--- config.mk ---
export PLATFORM = sky130hd
export DESIGN_NAME = acc16_bias_accumulator_flat
export DESIGN_NICKNAME = d
export VERILOG_FILES = /design/src/rtl/nn_pkg.sv /design/src/rtl/acc16_bias_accumulator_if.sv /design/src/rtl/acc16_seq.sv /design/src/rtl/acc16_bias_accumulator.sv /design/src/flat_wrapper.sv
export SDC_FILE = /design/constraint.sdc
export NUM_CORES = 1
export LEC_CHECK = 0
export CAP_MARGIN = 5
export CORE_UTILIZATION = 55
export CTS_BUF_LIST = sky130_fd_sc_hd__clkbuf_4
export DETAILED_ROUTE_END_ITERATION = 8
export PLACE_DENSITY_LB_ADDON = 0.08
export SLEW_MARGIN = 10
export SYNTH_ARGS = -nofsm -noshare
export SYNTH_HDL_FRONTEND = slang
export SYNTH_SLANG_ARGS = --single-unit
--- constraint.sdc ---
create_clock -name clk -period 9.52 [get_ports clk]
set_input_delay 1.904 -clock clk [delete_from_list [all_inputs] [get_ports clk]]
set_output_delay 1.904 -clock clk [all_outputs]
set_load 0.01 [all_outputs]
--- src/rtl/nn_pkg.sv ---
// rtl/nn_pkg.sv - shared widths, frame constants and saturating add for the NN datapath
package nn_pkg;

    localparam int DIN_W       = 20;
    localparam int B_W         = 8;
    localparam int SUM_W       = 24;
    localparam int N_TERMS     = 16;
    localparam int SLOT_CYCLES = 3;
    localparam int PHASE_W     = $clog2(SLOT_CYCLES);
    localparam int SLOT_W      = $clog2(N_TERMS);

    typedef logic signed [DIN_W-1:0] din_t;
    typedef logic signed [B_W-1:0]   bias_t;
    typedef logic signed [SUM_W-1:0] sum_t;

    function automatic sum_t sext_din(input din_t d);
        return {{(SUM_W-DIN_W){d[DIN_W-1]}}, d};
    endfunction

    function automatic sum_t sext_bias(input bias_t v);
        return {{(SUM_W-B_W){v[B_W-1]}}, v};
    endfunction

    // One guard bit exposes overflow; clamp to the representable SUM_W range.
    function automatic sum_t sat_add(input sum_t x, input sum_t y);
        logic signed [SUM_W:0] s;
        s = {x[SUM_W-1], x} + {y[SUM_W-1], y};
        if (s[SUM_W] != s[SUM_W-1])
            return s[SUM_W] ? {1'b1, {(SUM_W-1){1'b0}}} : {1'b0, {(SUM_W-1){1'b1}}};
        return s[SUM_W-1:0];
    endfunction

endpackage

--- src/rtl/acc16_bias_accumulator_if.sv ---
// rtl/acc16_bias_accumulator_if.sv - term/bias inputs and result output of the accumulator
interface acc16_bias_accumulator_if;
    import nn_pkg::*;

    din_t  din;
    bias_t b;
    sum_t  sum;

    modport master (output din, output b, input sum);
    modport slave  (input din, input b, output sum);

endinterface

--- src/rtl/acc16_seq.sv ---
// rtl/acc16_seq.sv - phase/slot sequencer marking the sample edge and the final slot
module acc16_seq
    import nn_pkg::*;
(
    input  logic clk,
    input  logic rst,
    output logic sample_en_o,
    output logic last_slot_o
);

    localparam logic [PHASE_W-1:0] PHASE_LAST = PHASE_W'(SLOT_CYCLES - 1);
    localparam logic [SLOT_W-1:0]  SLOT_LAST  = SLOT_W'(N_TERMS - 1);

    logic [PHASE_W-1:0] phase_q, phase_d;
    logic [SLOT_W-1:0]  slot_q, slot_d;

    assign sample_en_o = (phase_q == PHASE_LAST);
    assign last_slot_o = (slot_q == SLOT_LAST);

    always_comb begin
        phase_d = sample_en_o ? '0 : phase_q + 1'b1;
        slot_d  = slot_q;
        if (sample_en_o)
            slot_d = last_slot_o ? '0 : slot_q + 1'b1;
    end

    always_ff @(posedge clk or negedge rst) begin
        if (!rst) begin
            phase_q <= '0;
            slot_q  <= '0;
        end else begin
            phase_q <= phase_d;
            slot_q  <= slot_d;
        end
    end

endmodule

--- src/rtl/acc16_bias_accumulator.sv ---
// rtl/acc16_bias_accumulator.sv - 16-term free-running accumulator with saturating bias add
module acc16_bias_accumulator
    import nn_pkg::*;
(
    input logic                    clk,
    input logic                    rst,
    acc16_bias_accumulator_if.slave bus
);

    logic sample_en;
    logic last_slot;
    sum_t acc_q, acc_d;
    sum_t sum_q, sum_d;
    sum_t term_sum;

    acc16_seq u_seq (
        .clk         (clk),
        .rst         (rst),
        .sample_en_o (sample_en),
        .last_slot_o (last_slot)
    );

    // Sixteen DIN_W terms cannot overflow SUM_W, so only the bias add needs clamping.
    assign term_sum = acc_q + sext_din(bus.din);

    always_comb begin
        acc_d = acc_q;
        sum_d = sum_q;
        if (sample_en) begin
            if (last_slot) begin
                sum_d = sat_add(term_sum, sext_bias(bus.b));
                acc_d = '0;
            end else begin
                acc_d = term_sum;
            end
        end
    end

    always_ff @(posedge clk or negedge rst) begin
        if (!rst) begin
            acc_q <= '0;
            sum_q <= '0;
        end else begin
            acc_q <= acc_d;
            sum_q <= sum_d;
        end
    end

    assign bus.sum = sum_q;

endmodule

--- src/flat_wrapper.sv ---
// flat-port wrapper written by rule: the top's interface ports become plain ports
module acc16_bias_accumulator_flat import nn_pkg::*;
  (clk, rst, bus_din, bus_b, bus_sum);
  acc16_bias_accumulator_if bus_i ();
  input logic clk;
  input logic rst;
  input wire logic [$bits(bus_i.din)-1:0] bus_din;
  input wire logic [$bits(bus_i.b)-1:0] bus_b;
  output wire logic [$bits(bus_i.sum)-1:0] bus_sum;
  assign bus_i.din = bus_din;
  assign bus_i.b = bus_b;
  assign bus_sum = bus_i.sum;
  acc16_bias_accumulator u_core (.clk(clk), .rst(rst), .bus(bus_i));
endmodule
==> results of run 1 <==
==> cell families (layout without fill, tap and decap cells) <==
kind of cell / after synthesis / in the layout / share of synthesized area (%)
flip-flops: 54 / 54 / 30.1
multiplexers: 5 / 5 / 1.20
adder cells (fa/ha/maj): 51 / 51 / 14.5
XOR/XNOR: 37 / 37 / 7.21
AO/OA/AOI/OAI: 170 / 170 / 29.4
AND/OR/NAND/NOR: 140 / 140 / 15.2
buffers and inverters: 27 / 73 / 2.39
==> worst max-delay path, cell delays in order <==
cell,delay (ns)
clkdlybuf4s50_1,0.41
ha_1,0.24
fa_1,0.43
a211oi_1,0.22
nor2_1,0.14
o22ai_4,0.25
o31ai_2,0.11
o21ai_0,0.15
nand2b_1,0.10
a31oi_1,0.21
xnor2_1,0.14
ha_1,0.41
a21oi_1,0.13
o21a_1,0.23
and3_1,0.17
a32oi_1,0.26
nand2_1,0.16
o21ai_4,0.31
mux2i_1,0.22
nand2_1,0.44
o221a_2,0.30
==> layout make-up <==
cell class	count	share of cell area, %
clock buffer	7	1.02
inverter	9	0.655
multi-input combinational	403	58.9
sequential	54	26.2
tap	102	2.47
timing repair buffer	57	10.8
==> through the flow <==
stage | power (uW) | hold slack, ns | instances | instance area (um^2)
finish | 756 | 0.467 | 632 | 5160
global route | 800 | 0.501 | 632 | 5160
CTS | 762 | 0.471 | 632 | 5160
detailed placement | 657 | 0.449 | 625 | 5110
global placement | 650 | 0.439 | 625 | 5110
floorplan | 501 | 0.424 | 484 | 4500
==> power breakdown <==
| group | internal [uW] | switching (uW) | total [uW] |
|---|---|---|---|
| combinational | 201 | 141 | 342 |
| sequential | 280 | 30.2 | 310 |
| clock | 33.8 | 70.6 | 104 |
| total | 514 | 242 | 756 |
==> cells in the final DEF, fill, tap and decap left out, types with 3 or more instances in the layout <==
master	count
nor2b_1	5
nand4_1	6
buf_4	4
nand2b_1	11
nor2_1	38
dfrtp_1	54
xor2_1	12
nand3_1	15
o221a_2	20
a211oi_1	7
a22o_1	20
xnor2_1	25
nor3_1	7
nand2_1	36
or3_1	4
clkdlybuf4s50_1	52
a21o_1	17
mux2_2	3
o21ai_0	19
ha_1	49
clkbuf_4	7
o211ai_1	5
inv_1	8
o21bai_1	4
a21oi_1	32
and3_1	4
o21a_1	4
o311a_1	3
a31oi_1	7
==> registers in the layout (all words and copies together), names as in the netlist <==
name and count:
u_core.acc_q 24, u_core.bus.sum 24, u_core.u_seq.phase_q 2, u_core.u_seq.slot_q 4
==> synth_stat cells (2+ instances only) <==
master,count
buf_2,5
nor4b_1,2
nand2b_1,11
or3_1,4
a21boi_0,2
o21ai_1,2
nor2_1,39
nand4_1,6
o211ai_1,5
o21bai_1,4
and3_1,4
o311a_1,3
a211oi_1,7
a21o_1,17
inv_1,8
mux2_2,3
o21ai_0,19
a31oi_1,7
nand3_1,15
dfrtp_1,54
nand2_1,36
xor2_1,12
and2_1,2
o221a_2,20
o22a_1,2
nor3_1,7
o31a_1,2
a21oi_1,32
o22ai_1,2
mux2i_1,2
a311o_1,2
o21a_1,4
xnor2_1,25
ha_1,49
clkbuf_1,12
fa_1,2
nor2b_1,5
o31ai_1,2
a22o_1,20
==> routing by layer <==
layer	up-vias	wire length [um]	global-route usage (%)
met2	84	5300	45.5
met1	1873	4550	32.3
li1	1948	-	-
met3	11	337	3.45
met5	-	0	0
met4	0	127	5.86
==> path summary, 6_finish.rpt <==
path	from	depth (start not counted)	end	slack, ns
hold reg to reg	u_core.u_seq.phase_q[0]	1	u_core.u_seq.phase_q[0]	0.47
setup / recovery	bus_din[0]	21	u_core.bus.sum[13]	2.85
setup reg to reg	u_core.acc_q[0]	20	u_core.bus.sum[13]	4.40
max in group asynchronous	rst	2	u_core.acc_q[7]	7.41
min in group asynchronous	rst	2	u_core.bus.sum[22]	1.64
hold / removal	u_core.u_seq.phase_q[0]	1	u_core.u_seq.phase_q[0]	0.47
==> run_results.csv, run 1 <==
group,metric,value,unit
clocking,post_cts_buffers,0,
clocking,cts_max_level,2,
global_routing,grtUsageTotal,25.4,%
detailed_routing,num_vias,3916,
detailed_routing,ant_nets,0,
global_routing,grt_first_pass_wirelength,17400,um
floorplan,row_count,32,
detailed_routing,routed_wirelength,10300,um
sta,setup_violations,0,
placed_design,port_buffers,53,
power,max-vdd-ir-drop,0.157,mV
synthesis,seq_area_frac_synth,30.1,%
synthesis,synth_top_area_share,30.1,%
synthesis,ys.flop_type,"dfrtp_1",
synthesis,yosys.cell_types.count,68,
final_layout,diodes,0,
critical_path,critPathMaxFanout,20,
synthesis,ys_warn_count,0,
global_routing,grt_max_degree,55,
critical_path,crit_path_end_kind,"flop",
sta,fmax,150,MHz
critical_path,cp.arrival,6.94,ns
final_layout,nNetsFinal,611,
critical_path,crit_type,"in -> reg",
final_layout,layout-drive-gt1-share,8.87,%
sta,hold_viol,0,
synthesis,synth_top_cell_by_area,"dfrtp_1",
sta,rsz0062_at_grt,"false",
floorplan,die_area,8540,um^2
clocking,cts.hold.buffers_added,0,
detailed_routing,dr.pass1.iters,5,
synthesis,synth_area_per_cell,9.29,um^2
synthesis,synthCells,484,
final_layout,multiInputGateArea,3040,um^2
clocking,cts_buffer_depth,2,
sta,relSlewSlack,38.5,%
synthesis,synth.ff_latch_count,54,
clocking,cts_resized,0,
detailed_routing,post_drt_wl_per_cell,16.3,um
hold_path,hold_class,"reg -> reg",
synthesis,synth_area,4500,um^2
clocking,cts_tree,"done",
clocking,root_buffer,"clkbuf_4",
placed_design,place.gp.congestion,0.870,
sta,period_needed,6.67,ns
synthesis,synthArstFlopShare,100,%
sta,setup-tns-final,0,ns
synthesis,synthTopCellsByArea,"dfrtp_1, ha_1, o221a_2",
sta,slew_viol_final,0,
clocking,clkSinkCount,54,
sta,worst_slew_pin_slew,0.923,ns
floorplan,fp.dieH,92.4,um
detailed_routing,viasPerCell,6.20,
final_layout,ff_latch_area,1350,um^2
placed_design,dp_slack,2.50,ns
sta,clock_skew,0.00937,ns
synthesis,synth_edf_count,0,
floorplan,start_util,57.6,%
global_routing,grt_pass1_vias,3759,
synthesis,synthesis.nets,565,
floorplan,die_x,92.4,um
global_routing,gr-total-overflow,0,
clocking,cts_made_buffers,5,
power,leakage,0.00234,uW
detailed_routing,post-route-drc-count,0,
clocking,clk_pin_slew,0.15,ns
clocking,clock_insertion_delay_worst_skew,0.37,ns
outcome,status,"finished, final reports clean",
final_layout,syn2layout_area_growth,14.8,%
final_layout,n_fill_cell,670,
critical_path,startpoint_type,"primary input",
placed_design,dp_hpwl,7860,um
power,p_per_area,147,nW/um^2
global_routing,grt_antenna_before_repair,0,
floorplan,core,7810,um^2
sta,fin_ws,2.85,ns
detailed_routing,drt_iter0_markers,199,
final_layout,post-route-util,66.1,%
sta,period_share,70.0,%
run,cap_violations,0,
floorplan,io_pins,54,
critical_path,required,9.79,ns
Power figures use the tool's default switching activity.
==> run 2: changes to the inputs <==
clock period = 6.9 ns   (was 9.52 ns; I/O delays follow)
==> run 2 against run 1 <==
Effect of this change:
- cell area rose by 0.32%
- worst setup slack got worse by 2.0 ns
- sequential power rose by 38%
- clock power is 39% higher
- global-route usage down 0.16 points
- clock-buffer cell count fell by 1
- register-to-register slack worse by 2.5 ns
- critical path type unchanged
==> run_results.csv, run 2 (synthesized netlist as in run 1, its figures left out) <==
group,metric,value,unit
detailed_routing,dr.pass1.iters,5,
critical_path,required,7.18,ns
final_layout,mostFrequentLayoutCell,"dfrtp_1",
global_routing,grt_max_degree,55,
critical_path,r2r_setup_slack,1.89,ns
clocking,post_cts_buffers,0,
global_routing,grtUsageTotal,25.3,%
sta,relSlewSlack,39.4,%
critical_path,critPathMaxFanout,20,
hold_path,whs_path_depth,1,
critical_path,crit_type,"in -> reg",
sta,period_needed,6.02,ns
floorplan,start_util,57.6,%
critical_path,crit_start,"bus_din[0]",
sta,worst_slew_pin_slew,0.909,ns
sta,rsz0062_at_grt,"false",
clocking,cts_buffer_depth,2,
final_layout,nNetsFinal,613,
floorplan,fp.dieH,92.4,um
global_routing,grt_pass1_vias,3807,
detailed_routing,drt_iter0_markers,180,
sta,setup_violations,0,
power,combPwrFrac,45.3,%
sta,slew_viol_final,0,
floorplan,row_count,32,
clocking,root_buffer,"clkbuf_4",
hold_path,worstHoldStart,"u_core.u_seq.phase_q[0]",
final_layout,diodes,0,
clocking,clock_insertion_delay_worst_skew,0.38,ns
clocking,cts_resized,0,
power,leakage,0.00235,uW
critical_path,startpoint_type,"primary input",
power,max-vdd-ir-drop,0.234,mV
critical_path,r2r_cells,20,
clocking,cts.hold.buffers_added,0,
clocking,cts_max_level,2,
floorplan,io_pins,54,
clocking,clk_pin_slew,0.16,ns
floorplan,die_area,8540,um^2
placed_design,dp_hpwl,7830,um
clocking,clkSinkCount,54,
sta,clock_skew,0.00508,ns
final_layout,final_cell_mix,"dfrtp_1, clkdlybuf4s50_1, ha_1",
detailed_routing,post-route-drc-count,0,
power,netSwitchingPower,340,uW
floorplan,core,7810,um^2
critical_path,r2r-end,"u_core.bus.sum[5]",
sta,hold_viol,0,
final_layout,post-route-util,66.3,%
critical_path,rr_startpoint,"u_core.acc_q[0]",
power,p_per_area,202,nW/um^2
detailed_routing,viasPerCell,6.10,
placed_design,port_buffers,53,
run,cap_violations,0,
sta,setup-tns-final,0,ns
final_layout,layout-drive-gt1-share,9.19,%
clocking,cts_tree,"done",
detailed_routing,ant_nets,0,
global_routing,gr-total-overflow,0,
critical_path,cp.arrival,6.31,ns
detailed_routing,post_drt_wl_per_cell,16.4,um
detailed_routing,num_vias,3872,
floorplan,die_x,92.4,um
hold_path,min_to,"u_core.u_seq.phase_q[0]",
global_routing,grt_antenna_before_repair,0,
sta,fmax,166,MHz
hold_path,hold_class,"reg -> reg",
power,p_clk_share,13.9,%
detailed_routing,routed_wirelength,10400,um
power,power_frac_seq,40.9,%
final_layout,syn2layout_area_growth,15.1,%
critical_path,crit_path_end_kind,"flop",
placed_design,place.gp.congestion,0.860,
clocking,cts_made_buffers,5,
sta,period_share,87.3,%
power,internal-power,706,uW
global_routing,grt_first_pass_wirelength,17500,um
power,switching_share,32.5,%
outcome,status,"finished, final reports clean",
==> run 2: changes by cell type in the layout (fill, tap and decap cells not counted) <==
cell,before,now
buf_4,4,6
clkbuf_4,7,6
clkinv_1,0,1
clkinv_2,0,1
==> run 2: layout make-up <==
type	instances	area, um^2
clock buffer	6	45.0
clock inverter	2	8.76
fill	706	2630
inverter	9	33.8
multi-input combinational	403	3040
sequential	54	1350
tap	102	128
timing repair buffer	59	571
==> run 2: worst max-delay path by stage <==
stage                                   end  depth (start not counted)
final                     u_core.bus.sum[5]                         21
after global routing      u_core.bus.sum[3]                         21
after CTS                 u_core.bus.sum[3]                         21
after detailed placement  u_core.bus.sum[3]                         21
after global placement    u_core.bus.sum[3]                         21
after floorplan           u_core.bus.sum[0]                         21
==> run 2: power groups by stage <==
stage	clock (uW)	combinational (uW)	sequential, uW
3_3_place_gp	0	464	433
3_5_place_dp	0	476	433
6_report	145	473	427
4_1_cts	149	477	428
5_1_grt	158	508	434
2_1_floorplan	0	228	463
==> run 2: critical path, cell delays in order <==
cell	delay (ns)
clkdlybuf4s50_1	0.40
ha_1	0.24
fa_1	0.43
a211oi_1	0.26
nor2_1	0.15
o22ai_4	0.25
o31ai_2	0.11
o21ai_0	0.15
nand2b_1	0.10
a31oi_1	0.20
xnor2_1	0.12
ha_1	0.40
a21oi_1	0.13
o21a_1	0.23
and3_1	0.17
a32oi_1	0.20
nand2_1	0.13
o21ai_4	0.30
mux2i_1	0.23
nand2_1	0.42
o221a_2	0.29
==> run 2: layer usage <==
metal | wire length (um) | up-vias | global-route usage, % | part of all wire (%)
li1 | - | 1940 | - | -
met1 | 4710 | 1862 | 32.2 | 45
met2 | 5320 | 57 | 45.7 | 51
met3 | 220 | 13 | 2.46 | 2.1
met4 | 148 | 0 | 6.12 | 1.4
met5 | 0 | - | 0 | 0
==> run 2: metrics by stage <==
step,instance area (um^2),total power (uW),setup slack [ns],instances,hold WS [ns]
4_1_cts,5180,1050,0.890,635,0.469
3_5_place_dp,5120,910,0.489,627,0.447
5_1_grt,5180,1100,0.362,635,0.494
2_1_floorplan,4500,691,1.57,484,0.424
3_3_place_gp,5120,897,0.588,627,0.439
6_report,5180,1050,0.877,635,0.465
